--- src/rtl/snake_clk_pkg.sv ---
`default_nettype none
// ============================================================================
// Module  : snake_clk_pkg
// Brief   : Clock constants, half-period helpers and default channel setup
//           shared by the Snake tick generator.
// Rev     : 1.0 - initial release
// ============================================================================
package snake_clk_pkg;

    localparam int unsigned CLK_HZ      = 100_000_000;
    localparam int unsigned c_def_cnt_w = 26;

    // Half-period in system clock cycles for a square wave of the given rate.
    function automatic int unsigned hz_to_half(input int unsigned hz);
        return CLK_HZ / (2 * hz);
    endfunction

    // Select-bus width for a channel count; a single channel still gets one bit.
    function automatic int unsigned sel_width(input int unsigned n);
        return (n > 1) ? $clog2(n) : 1;
    endfunction

    localparam logic [c_def_cnt_w-1:0] c_half_2hz = c_def_cnt_w'(hz_to_half(2));
    localparam logic [c_def_cnt_w-1:0] c_half_4hz = c_def_cnt_w'(hz_to_half(4));
    localparam logic [c_def_cnt_w-1:0] c_half_8hz = c_def_cnt_w'(hz_to_half(8));

    localparam logic [3*c_def_cnt_w-1:0] c_default_half_3ch =
        {c_half_8hz, c_half_4hz, c_half_2hz};

endpackage : snake_clk_pkg
`default_nettype wire

--- src/rtl/snake_tick_gen_if.sv ---
`default_nettype none
// ============================================================================
// Module  : snake_tick_gen_if
// Brief   : Control/output bundle of the tick generator. The sync signal only
//           exists when TICK_GEN_PHASE_SYNC_EN is defined.
// Rev     : 1.0 - initial release
// ============================================================================
interface snake_tick_gen_if
    import snake_clk_pkg::*;
#(
    parameter int NUM_CH = 3,
    parameter int CNT_W  = 26
);
    localparam int SEL_W = sel_width(NUM_CH);

    logic [NUM_CH-1:0] en;
    logic              boost;
    logic              div_we;
    logic [SEL_W-1:0]  div_sel;
    logic [CNT_W-1:0]  div_data;
`ifdef TICK_GEN_PHASE_SYNC_EN
    logic              sync;
`endif
    logic [NUM_CH-1:0] clk_out;
    logic [NUM_CH-1:0] tick;

`ifdef TICK_GEN_PHASE_SYNC_EN
    modport master (
        output en, boost, div_we, div_sel, div_data, sync,
        input  clk_out, tick
    );
    modport slave (
        input  en, boost, div_we, div_sel, div_data, sync,
        output clk_out, tick
    );
`else
    modport master (
        output en, boost, div_we, div_sel, div_data,
        input  clk_out, tick
    );
    modport slave (
        input  en, boost, div_we, div_sel, div_data,
        output clk_out, tick
    );
`endif

endinterface : snake_tick_gen_if
`default_nettype wire

--- src/rtl/snake_tick_ch.sv ---
`default_nettype none
// ============================================================================
// Module  : snake_tick_ch
// Brief   : One tick channel: counter, active/shadow half-period, square wave
//           and a one-cycle tick on each rising edge of the wave.
// Rev     : 1.0 - initial release
// ============================================================================
module snake_tick_ch #(
    parameter int               CNT_W        = 26,
    parameter logic [CNT_W-1:0] DEFAULT_HALF = '1
) (
    input  wire logic             clk,
    input  wire logic             rst,
    input  wire logic             i_en,
    input  wire logic             i_boost,
    input  wire logic             i_sync,
    input  wire logic             i_we,
    input  wire logic [CNT_W-1:0] i_wdata,
    output logic                  o_clk_out,
    output logic                  o_tick
);

    localparam logic [CNT_W-1:0] c_one        = CNT_W'(1);
    localparam logic [CNT_W-1:0] c_reset_half = (DEFAULT_HALF == '0) ? c_one : DEFAULT_HALF;

    logic [CNT_W-1:0] r_cnt;
    logic [CNT_W-1:0] r_active;
    logic [CNT_W-1:0] r_shadow;
    logic             r_clk_out;
    logic             r_tick;

    logic [CNT_W-1:0] w_half_boost;
    logic [CNT_W-1:0] w_half;
    logic [CNT_W-1:0] w_shadow_nxt;
    logic             w_tc;

    // A write landing on the terminal-count cycle must be the value loaded,
    // so the reload source is the post-write shadow, not the stored one.
    always_comb begin
        w_half_boost = r_active >> 1;
        if (w_half_boost == '0) begin
            w_half_boost = c_one;
        end
        w_half       = i_boost ? w_half_boost : r_active;
        w_shadow_nxt = i_we ? i_wdata : r_shadow;
        // >= rather than == so a boost shrinking H mid-phase ends it at once.
        w_tc         = (r_cnt >= (w_half - c_one));
    end

    always_ff @(posedge clk or posedge rst) begin
        if (rst) begin
            r_cnt     <= '0;
            r_active  <= c_reset_half;
            r_shadow  <= c_reset_half;
            r_clk_out <= 1'b0;
            r_tick    <= 1'b0;
        end else begin
            r_shadow <= w_shadow_nxt;
            if (i_sync) begin
                r_cnt     <= '0;
                r_clk_out <= 1'b0;
                r_tick    <= 1'b0;
                r_active  <= w_shadow_nxt;
            end else if (!i_en) begin
                r_cnt     <= '0;
                r_clk_out <= 1'b0;
                r_tick    <= 1'b0;
            end else if (w_tc) begin
                r_cnt     <= '0;
                r_clk_out <= ~r_clk_out;
                r_tick    <= ~r_clk_out;
                r_active  <= w_shadow_nxt;
            end else begin
                r_cnt     <= r_cnt + c_one;
                r_tick    <= 1'b0;
            end
        end
    end

    assign o_clk_out = r_clk_out;
    assign o_tick    = r_tick;

endmodule : snake_tick_ch
`default_nettype wire

--- src/rtl/snake_tick_gen.sv ---
`default_nettype none
// ============================================================================
// Module  : snake_tick_gen
// Brief   : Multi-channel square-wave/tick generator with run-time reloadable
//           half-periods and boost. Option macro: TICK_GEN_PHASE_SYNC_EN adds
//           a sync input that phase-aligns all channels.
// Rev     : 1.0 - initial release
// ============================================================================
module snake_tick_gen
    import snake_clk_pkg::*;
#(
    parameter int                        NUM_CH       = 3,
    parameter int                        CNT_W        = 26,
    parameter logic [NUM_CH*CNT_W-1:0]   DEFAULT_HALF = c_default_half_3ch,
    parameter logic [NUM_CH-1:0]         BOOST_MASK   = NUM_CH'(3'b010)
) (
    input  wire logic         clk,
    input  wire logic         rst,
    snake_tick_gen_if.slave   bus
);

    localparam int SEL_W = sel_width(NUM_CH);

    logic [CNT_W-1:0]  w_wdata;
    logic              w_sync;
    logic [NUM_CH-1:0] w_clk_out;
    logic [NUM_CH-1:0] w_tick;

    // A zero half-period would never reach terminal count; clamp to 1.
    assign w_wdata = (bus.div_data == '0) ? CNT_W'(1) : bus.div_data;

`ifdef TICK_GEN_PHASE_SYNC_EN
    assign w_sync = bus.sync;
`else
    assign w_sync = 1'b0;
`endif

    for (genvar i = 0; i < NUM_CH; i++) begin : g_ch
        logic w_we;
        logic w_boost;

        assign w_we    = bus.div_we && (bus.div_sel == SEL_W'(i));
        assign w_boost = bus.boost && BOOST_MASK[i];

        snake_tick_ch #(
            .CNT_W        (CNT_W),
            .DEFAULT_HALF (DEFAULT_HALF[i*CNT_W +: CNT_W])
        ) u_ch (
            .clk       (clk),
            .rst       (rst),
            .i_en      (bus.en[i]),
            .i_boost   (w_boost),
            .i_sync    (w_sync),
            .i_we      (w_we),
            .i_wdata   (w_wdata),
            .o_clk_out (w_clk_out[i]),
            .o_tick    (w_tick[i])
        );
    end

    assign bus.clk_out = w_clk_out;
    assign bus.tick    = w_tick;

endmodule : snake_tick_gen
`default_nettype wire
--- src/flat_wrapper.sv ---
// flat-port wrapper written by rule: the top's interface ports become plain ports
module snake_tick_gen_flat import snake_clk_pkg::*;
#(
    parameter int                        NUM_CH       = 3,
    parameter int                        CNT_W        = 26,
    parameter logic [NUM_CH*CNT_W-1:0]   DEFAULT_HALF = c_default_half_3ch,
    parameter logic [NUM_CH-1:0]         BOOST_MASK   = NUM_CH'(3'b010)
)
  (clk, rst, bus_en, bus_boost, bus_div_we, bus_div_sel, bus_div_data, bus_clk_out, bus_tick);
  snake_tick_gen_if #(.NUM_CH(NUM_CH), .CNT_W(CNT_W)) bus_i ();
  input  wire logic clk;
  input  wire logic rst;
  input wire logic [$bits(bus_i.en)-1:0] bus_en;
  input wire logic [$bits(bus_i.boost)-1:0] bus_boost;
  input wire logic [$bits(bus_i.div_we)-1:0] bus_div_we;
  input wire logic [$bits(bus_i.div_sel)-1:0] bus_div_sel;
  input wire logic [$bits(bus_i.div_data)-1:0] bus_div_data;
  output wire logic [$bits(bus_i.clk_out)-1:0] bus_clk_out;
  output wire logic [$bits(bus_i.tick)-1:0] bus_tick;
  assign bus_i.en = bus_en;
  assign bus_i.boost = bus_boost;
  assign bus_i.div_we = bus_div_we;
  assign bus_i.div_sel = bus_div_sel;
  assign bus_i.div_data = bus_div_data;
  assign bus_clk_out = bus_i.clk_out;
  assign bus_tick = bus_i.tick;
  snake_tick_gen #(.NUM_CH(NUM_CH), .CNT_W(CNT_W), .DEFAULT_HALF(DEFAULT_HALF), .BOOST_MASK(BOOST_MASK)) u_core (.clk(clk), .rst(rst), .bus(bus_i));
endmodule
--- config.mk ---
export PLATFORM = sky130hd
export DESIGN_NAME = snake_tick_gen_flat
export DESIGN_NICKNAME = d
export VERILOG_FILES = /design/src/rtl/snake_clk_pkg.sv /design/src/rtl/snake_tick_gen_if.sv /design/src/rtl/snake_tick_ch.sv /design/src/rtl/snake_tick_gen.sv /design/src/flat_wrapper.sv
export SDC_FILE = /design/constraint.sdc
export NUM_CORES = 1
export LEC_CHECK = 0
export ABC_AREA = 1
export CAP_MARGIN = 20
export CELL_PAD_IN_SITES_DETAIL_PLACEMENT = 2
export CELL_PAD_IN_SITES_GLOBAL_PLACEMENT = 2
export CORE_MARGIN = 2
export CORE_UTILIZATION = 35
export CTS_BUF_LIST = sky130_fd_sc_hd__clkbuf_4 sky130_fd_sc_hd__clkbuf_8
export DETAILED_ROUTE_END_ITERATION = 8
export GPL_TIMING_DRIVEN = 0
export HOLD_SLACK_MARGIN = 0.06
export PLACE_DENSITY = 0.8
export SYNTH_ARGS = -nofsm -noshare
export SYNTH_HDL_FRONTEND = slang
export SYNTH_HIERARCHICAL = 1
export SYNTH_SLANG_ARGS = --single-unit
--- constraint.sdc ---
create_clock -name clk -period 3.4 [get_ports clk]
set_clock_uncertainty 0.15 [all_clocks]
set_input_delay 0.85 -clock clk [delete_from_list [all_inputs] [get_ports clk]]
set_output_delay 0.85 -clock clk [all_outputs]
set_load 0.02 [all_outputs]
# Yosys cells after proc, flatten, opt, wreduce, memory -nomap -nowiden
# Cells that the tools add are included.
# op_classes
addsub	6
n_lt_le_gt_ge	3
n_eq_ne	5
muxes	24
bitwise_logic	3
n_reduce_logical	9
# ops
op	count
two-way mux 26 bit	11
adder 26 x 1 -> 26 bit (second input constant)	3
>= comparator 26 bit	3
subtractor 26 x 1 -> 26 bit (second input constant)	3
logical NOT 26 bit	2
two-way mux 25 bit	1
two-way mux 1 bit	12
inequality test 2 x 1 -> 1 bit (second input constant)	3
AND reduction 2 bit	3
logical AND 1 bit	3
inverter 1 bit	3
equality test 2 x 1 -> 1 bit (second input constant)	1
equality test 2 bit (second input constant)	1
logical NOT 2 bit	1
# totals
reg_bits	240
wordCells	65

# Logic depth before layout (Yosys ltp)
# logic_depth
depth_word	7
mapped_depth	31

# Hierarchy
# Netlist, hierarchy kept.
# by_module_without_submodules
module	n_inst	cells_each	area_each_um2
snake_tick_ch (u_core.g_ch[2].u_ch)	1	720	5515.3
snake_tick_ch (u_core.g_ch[0].u_ch)	1	678	5342.6
snake_tick_ch (u_core.g_ch[1].u_ch)	1	679	5340.1
snake_tick_gen	1	70	271.5

# Worst setup path before layout
# No wires, ideal clock.
# synth_timing
kind	input to register
startpoint	input bus_boost
endpoint	register u_core.g_ch[1].u_ch.r_active[4]
setup_time_ns	0.117
arrival_ns	3.850
slack_ns	-0.716
cell_stages	28
path_buffers	5
cell_sequence	buf_6 -> buf_6 -> buf_6 -> or2_1 -> nand2_1 -> buf_4 -> ha_1 -> inv_1 -> nor2_1 -> nand2_1 -> nor2_4 -> nand2_2 -> nor2_4 -> nand2_1 -> xnor2_1 -> ha_1 -> nand2_1 -> nor2_1 -> nand2_1 -> nor2_1 -> nand2_1 -> nand3_1 -> nor2_2 -> nand3_2 -> nand2_2 -> buf_6 -> nand2_1 -> nand2_1
# synth_via
elab_chain_len	4
# synth_rtl
item	line_no	text
start, declared	flat_wrapper.sv:14	input wire logic [$bits(bus_i.boost)-1:0] bus_boost;
two-way mux 26 bit	snake_tick_ch.sv:44	w_half = i_boost ? w_half_boost : r_active;
subtractor 26 x 1 -> 26 bit	snake_tick_ch.sv:47	w_tc = (r_cnt >= (w_half - c_one));
>= comparator 26 bit	snake_tick_ch.sv:47	
AND reduction 2 bit (no source line)	-	
end signal, assigned	snake_tick_ch.sv:53	r_active <= c_reset_half;
end signal, assigned	snake_tick_ch.sv:63	r_active <= w_shadow_nxt;
end signal, assigned	snake_tick_ch.sv:72	r_active <= w_shadow_nxt;
end, declared	snake_tick_ch.sv:27	logic [CNT_W-1:0] r_active;
# No other way between the ends.
# A chain may end at the register's enable or synchronous reset.

# Final worst setup path
# layout_timing
startpoint	register u_core.g_ch[1].u_ch.r_active[17]
endpoint	register u_core.g_ch[1].u_ch.r_active[16]
# layout_via
elab_chain_len	6
# layout_rtl
item	line_no	text
logical NOT 26 bit	snake_tick_ch.sv:41	if (w_half_boost == '0) begin
two-way mux 25 bit	snake_tick_ch.sv:41	
two-way mux 26 bit *	snake_tick_ch.sv:44	
subtractor 26 x 1 -> 26 bit *	snake_tick_ch.sv:47	
>= comparator 26 bit *	snake_tick_ch.sv:47	
AND reduction 2 bit (no source line) *	-	
# Every way passes the cells marked *; elsewhere a longest branch is shown, timed or not.

==> flow_summary_export.csv <==
group,metric,value,unit
power_and_ir_drop,ir_drop,378,uV
drt,drtAntennaViolNets,0,
setup_path,worstPathArrival,4990,ps
drt,drc,0,
outcome,outcome,"complete, but fails checks",
floorplan,die_area,48800,um^2
clock_network,clkLatencyLatePin,730,ps
clock_network,clk_path_buf_depth,3,
final_layout,instances_no_fill,2996,
drt,drt_wl_total,85100,um
drt,vias,16921,
sta,fin_ws,-1130,ps
sta,worstMarginPinSlew,1270,ps
placement,port_buffers,39,
floorplan,fp.dieW,221,um
placement,place_area,17800,um^2
sta,fmax,221,MHz
global_route,grt_pass1_wl,108000,um
hold_path,hold_class,"register to register",
logic_synthesis,synth.most_common_cell,"nand2_1",
flow_run,cap_violations,0,
placement,dp_slack,-1300,ps
final_layout,diodes,0,
sta,setup_violations,161,
placement,finalWeightedCongestion,0.815,
sta,finalHoldViolCount,0,
setup_path,critPathCaptureType,"register",
placement,hpwl,43900,um
setup_path,path_max_fanout,6,
logic_synthesis,synth_common_cells,"nand2_1, nor2_1, inv_1",
global_route,antenna_found_initial,0,
global_route,overflow,0,
logic_synthesis,synth_edf_count,0,
logic_synthesis,ys_types,52,
logic_synthesis,ys_seq_area_frac,0.370,
sta,relSlewSlack,0.152,
clock_network,htreeDepth,2,
drt,dr.pass1.iters,5,
clock_network,root_buffer,"clkbuf_8",
logic_synthesis,synth_area_leaders,"dfrtp_1, nand2_1, dfstp_2, ha_1, nand3_1",
clock_network,cts_tree,"yes",
setup_path,ff2ff_path_depth,28,
logic_synthesis,syn_area_per_cell,7.67,um^2
logic_synthesis,ys.warnings.count,6,
final_layout,fin_nets,2471,
drt,post_drt_wl_per_cell,28.4,um
logic_synthesis,async_flop_share,1.00,
sta,slew_violations,0,
global_route,grt_pass1_vias,18431,
clock_network,cts.sinks,240,
power_and_ir_drop,powerDensity,500,nW/um^2
logic_synthesis,netlist_instances,2147,
sta,period_share,1.33,
drt,vias_per_cell,5.65,
global_route,grt_usage,0.281,
final_layout,syn_to_final_growth,35.7,%
setup_path,crit_path_start_kind,"register",
final_layout,drive_gt1_frac,0.354,
final_layout,post-route-util,0.481,
logic_synthesis,yosysTopAreaCellShare,0.255,
power_and_ir_drop,p_leak,9.89,nW
clock_network,cts_inserted_buffers,48,
logic_synthesis,netlist.top_cell.by_area,"dfrtp_1",
sta,fin_setup_tns,-85990,ps
logic_synthesis,syn_area,16500,um^2
hold_path,min_path_cells,1,
setup_path,timing.critical_path.mode_cell,"nand2_2",
logic_synthesis,synthFlopType,"dfrtp_1",
floorplan,initial_core_util,0.355,
final_layout,final_area,22300,um^2
drt,drt_iter0_drc,887,
setup_path,critPathRequiredTime,3860,ps
global_route,grt_max_degree,68,
clock_network,clkTransAtPathRegs,90,ps
outcome,violations,"setup timing",
placement,dpl.cell_count,2806,
setup_path,cpPeakStageDelay,600,ps
setup_path,cp_slowest_cell,"dfstp_2",
floorplan,io_pins,41,
sta,grt_setup_unrepaired,"yes",
floorplan,die_y,221,um
sta,fin_crit,4530,ps
floorplan,rows,79,
floorplan,coreArea,46500,um^2
logic_synthesis,synth_seq_cells,240,
setup_path,crit_type,"register to register",
[where the power goes]
part           internal, mW  switching, mW  total (mW)
Clock                  2.02           1.72        3.75
Combinational          1.27           2.45        3.72
Sequential             3.32          0.387        3.71
[cells in the final DEF (no fill, tap or decap), types with 64 or more instances in the layout]
cell type,count
clkbuf_8,64
dfrtp_1,167
dfstp_2,72
ha_1,80
inv_1,204
mux2_2,78
nand2_1,424
nand2_2,110
nand3_1,114
nor2_1,174
nor2_4,87
xor2_1,79
[layer usage]
metal | vias to the layer above | share of wire | global-route usage
li1 | 7279 | - | -
met1 | 8700 | 0.36 | 0.304
met2 | 562 | 0.52 | 0.531
met3 | 380 | 0.037 | 0.0437
met4 | 0 | 0.080 | 0.131
met5 | - | 0 | 0
[worst max-delay path, delay by kind of cell (launching register included)]
family,cells,cell delay (ps)
simple gates,21,2600
flops,1,600
xor+xnor,1,100
fa+ha+maj,2,470
buf+inv,4,450
[final cells by class]
class	instances	area, um^2
flip-flops and latches	240	6100
well taps	607	759
multi-input cells	1604	11200
clock buffers	72	941
repair buffers	147	1630
clock inverters	15	188
inverters	232	896
plain buffers	79	653
fillers	5027	24100
[stage by stage]
stage / power, mW / hold WS, ps
floorplan: 5.32 / 284
global placement: 5.92 / 304
detailed placement: 6.14 / 318
CTS: 10.1 / 326
global route: 11.5 / 370
finish: 11.2 / 354
[cell families (layout without fill, tap and decap cells)]
family | count (synthesis) | count (layout) | synth area share
compound gates | 111 | 111 | 0.0410
xor+xnor | 114 | 114 | 0.0606
fa+ha+maj | 84 | 84 | 0.0638
buf+inv | 314 | 545 | 0.0840
flops | 240 | 240 | 0.370
mux | 78 | 78 | 0.0533
other cells | 1 | 11 | 0.000228
simple gates | 1205 | 1206 | 0.327
[sequential cells by signal, summed over array words and instances, names as in the netlist]
| signal | flops |
|---|---|
| u_core/g_ch.u_ch/o_tick | 3 |
| u_core/g_ch.u_ch/r_shadow | 78 |
| u_core/g_ch.u_ch/o_clk_out | 3 |
| u_core/g_ch.u_ch/r_cnt | 78 |
| u_core/g_ch.u_ch/r_active | 78 |
[repair_timing]
| item | CTS | global route |
|---|---|---|
| setup buffers | 58 | 35 |
| pin swaps | 93 | 114 |
| hold buffers | 0 | 0 |
| gates resized for setup | 304 | 309 |
| setup endpoints to repair | 162 | 162 |
| gates cloned | 12 | 5 |
[final timing paths]
check                      slack, ps                             start                          endpoint
max in group asynchronous       1800                               rst     u_core/g_ch[0].u_ch/r_cnt[19]
hold reg to reg                  350   u_core/g_ch[1].u_ch/r_shadow[4]   u_core/g_ch[1].u_ch/r_shadow[4]
setup / recovery               -1130  u_core/g_ch[1].u_ch/r_active[17]  u_core/g_ch[1].u_ch/r_active[16]
hold / removal                   350   u_core/g_ch[1].u_ch/r_shadow[4]   u_core/g_ch[1].u_ch/r_shadow[4]
min in group asynchronous        450                               rst   u_core/g_ch[2].u_ch/r_shadow[5]
setup reg to reg               -1130  u_core/g_ch[1].u_ch/r_active[17]  u_core/g_ch[1].u_ch/r_active[16]
Power figures use the tool's default switching activity.
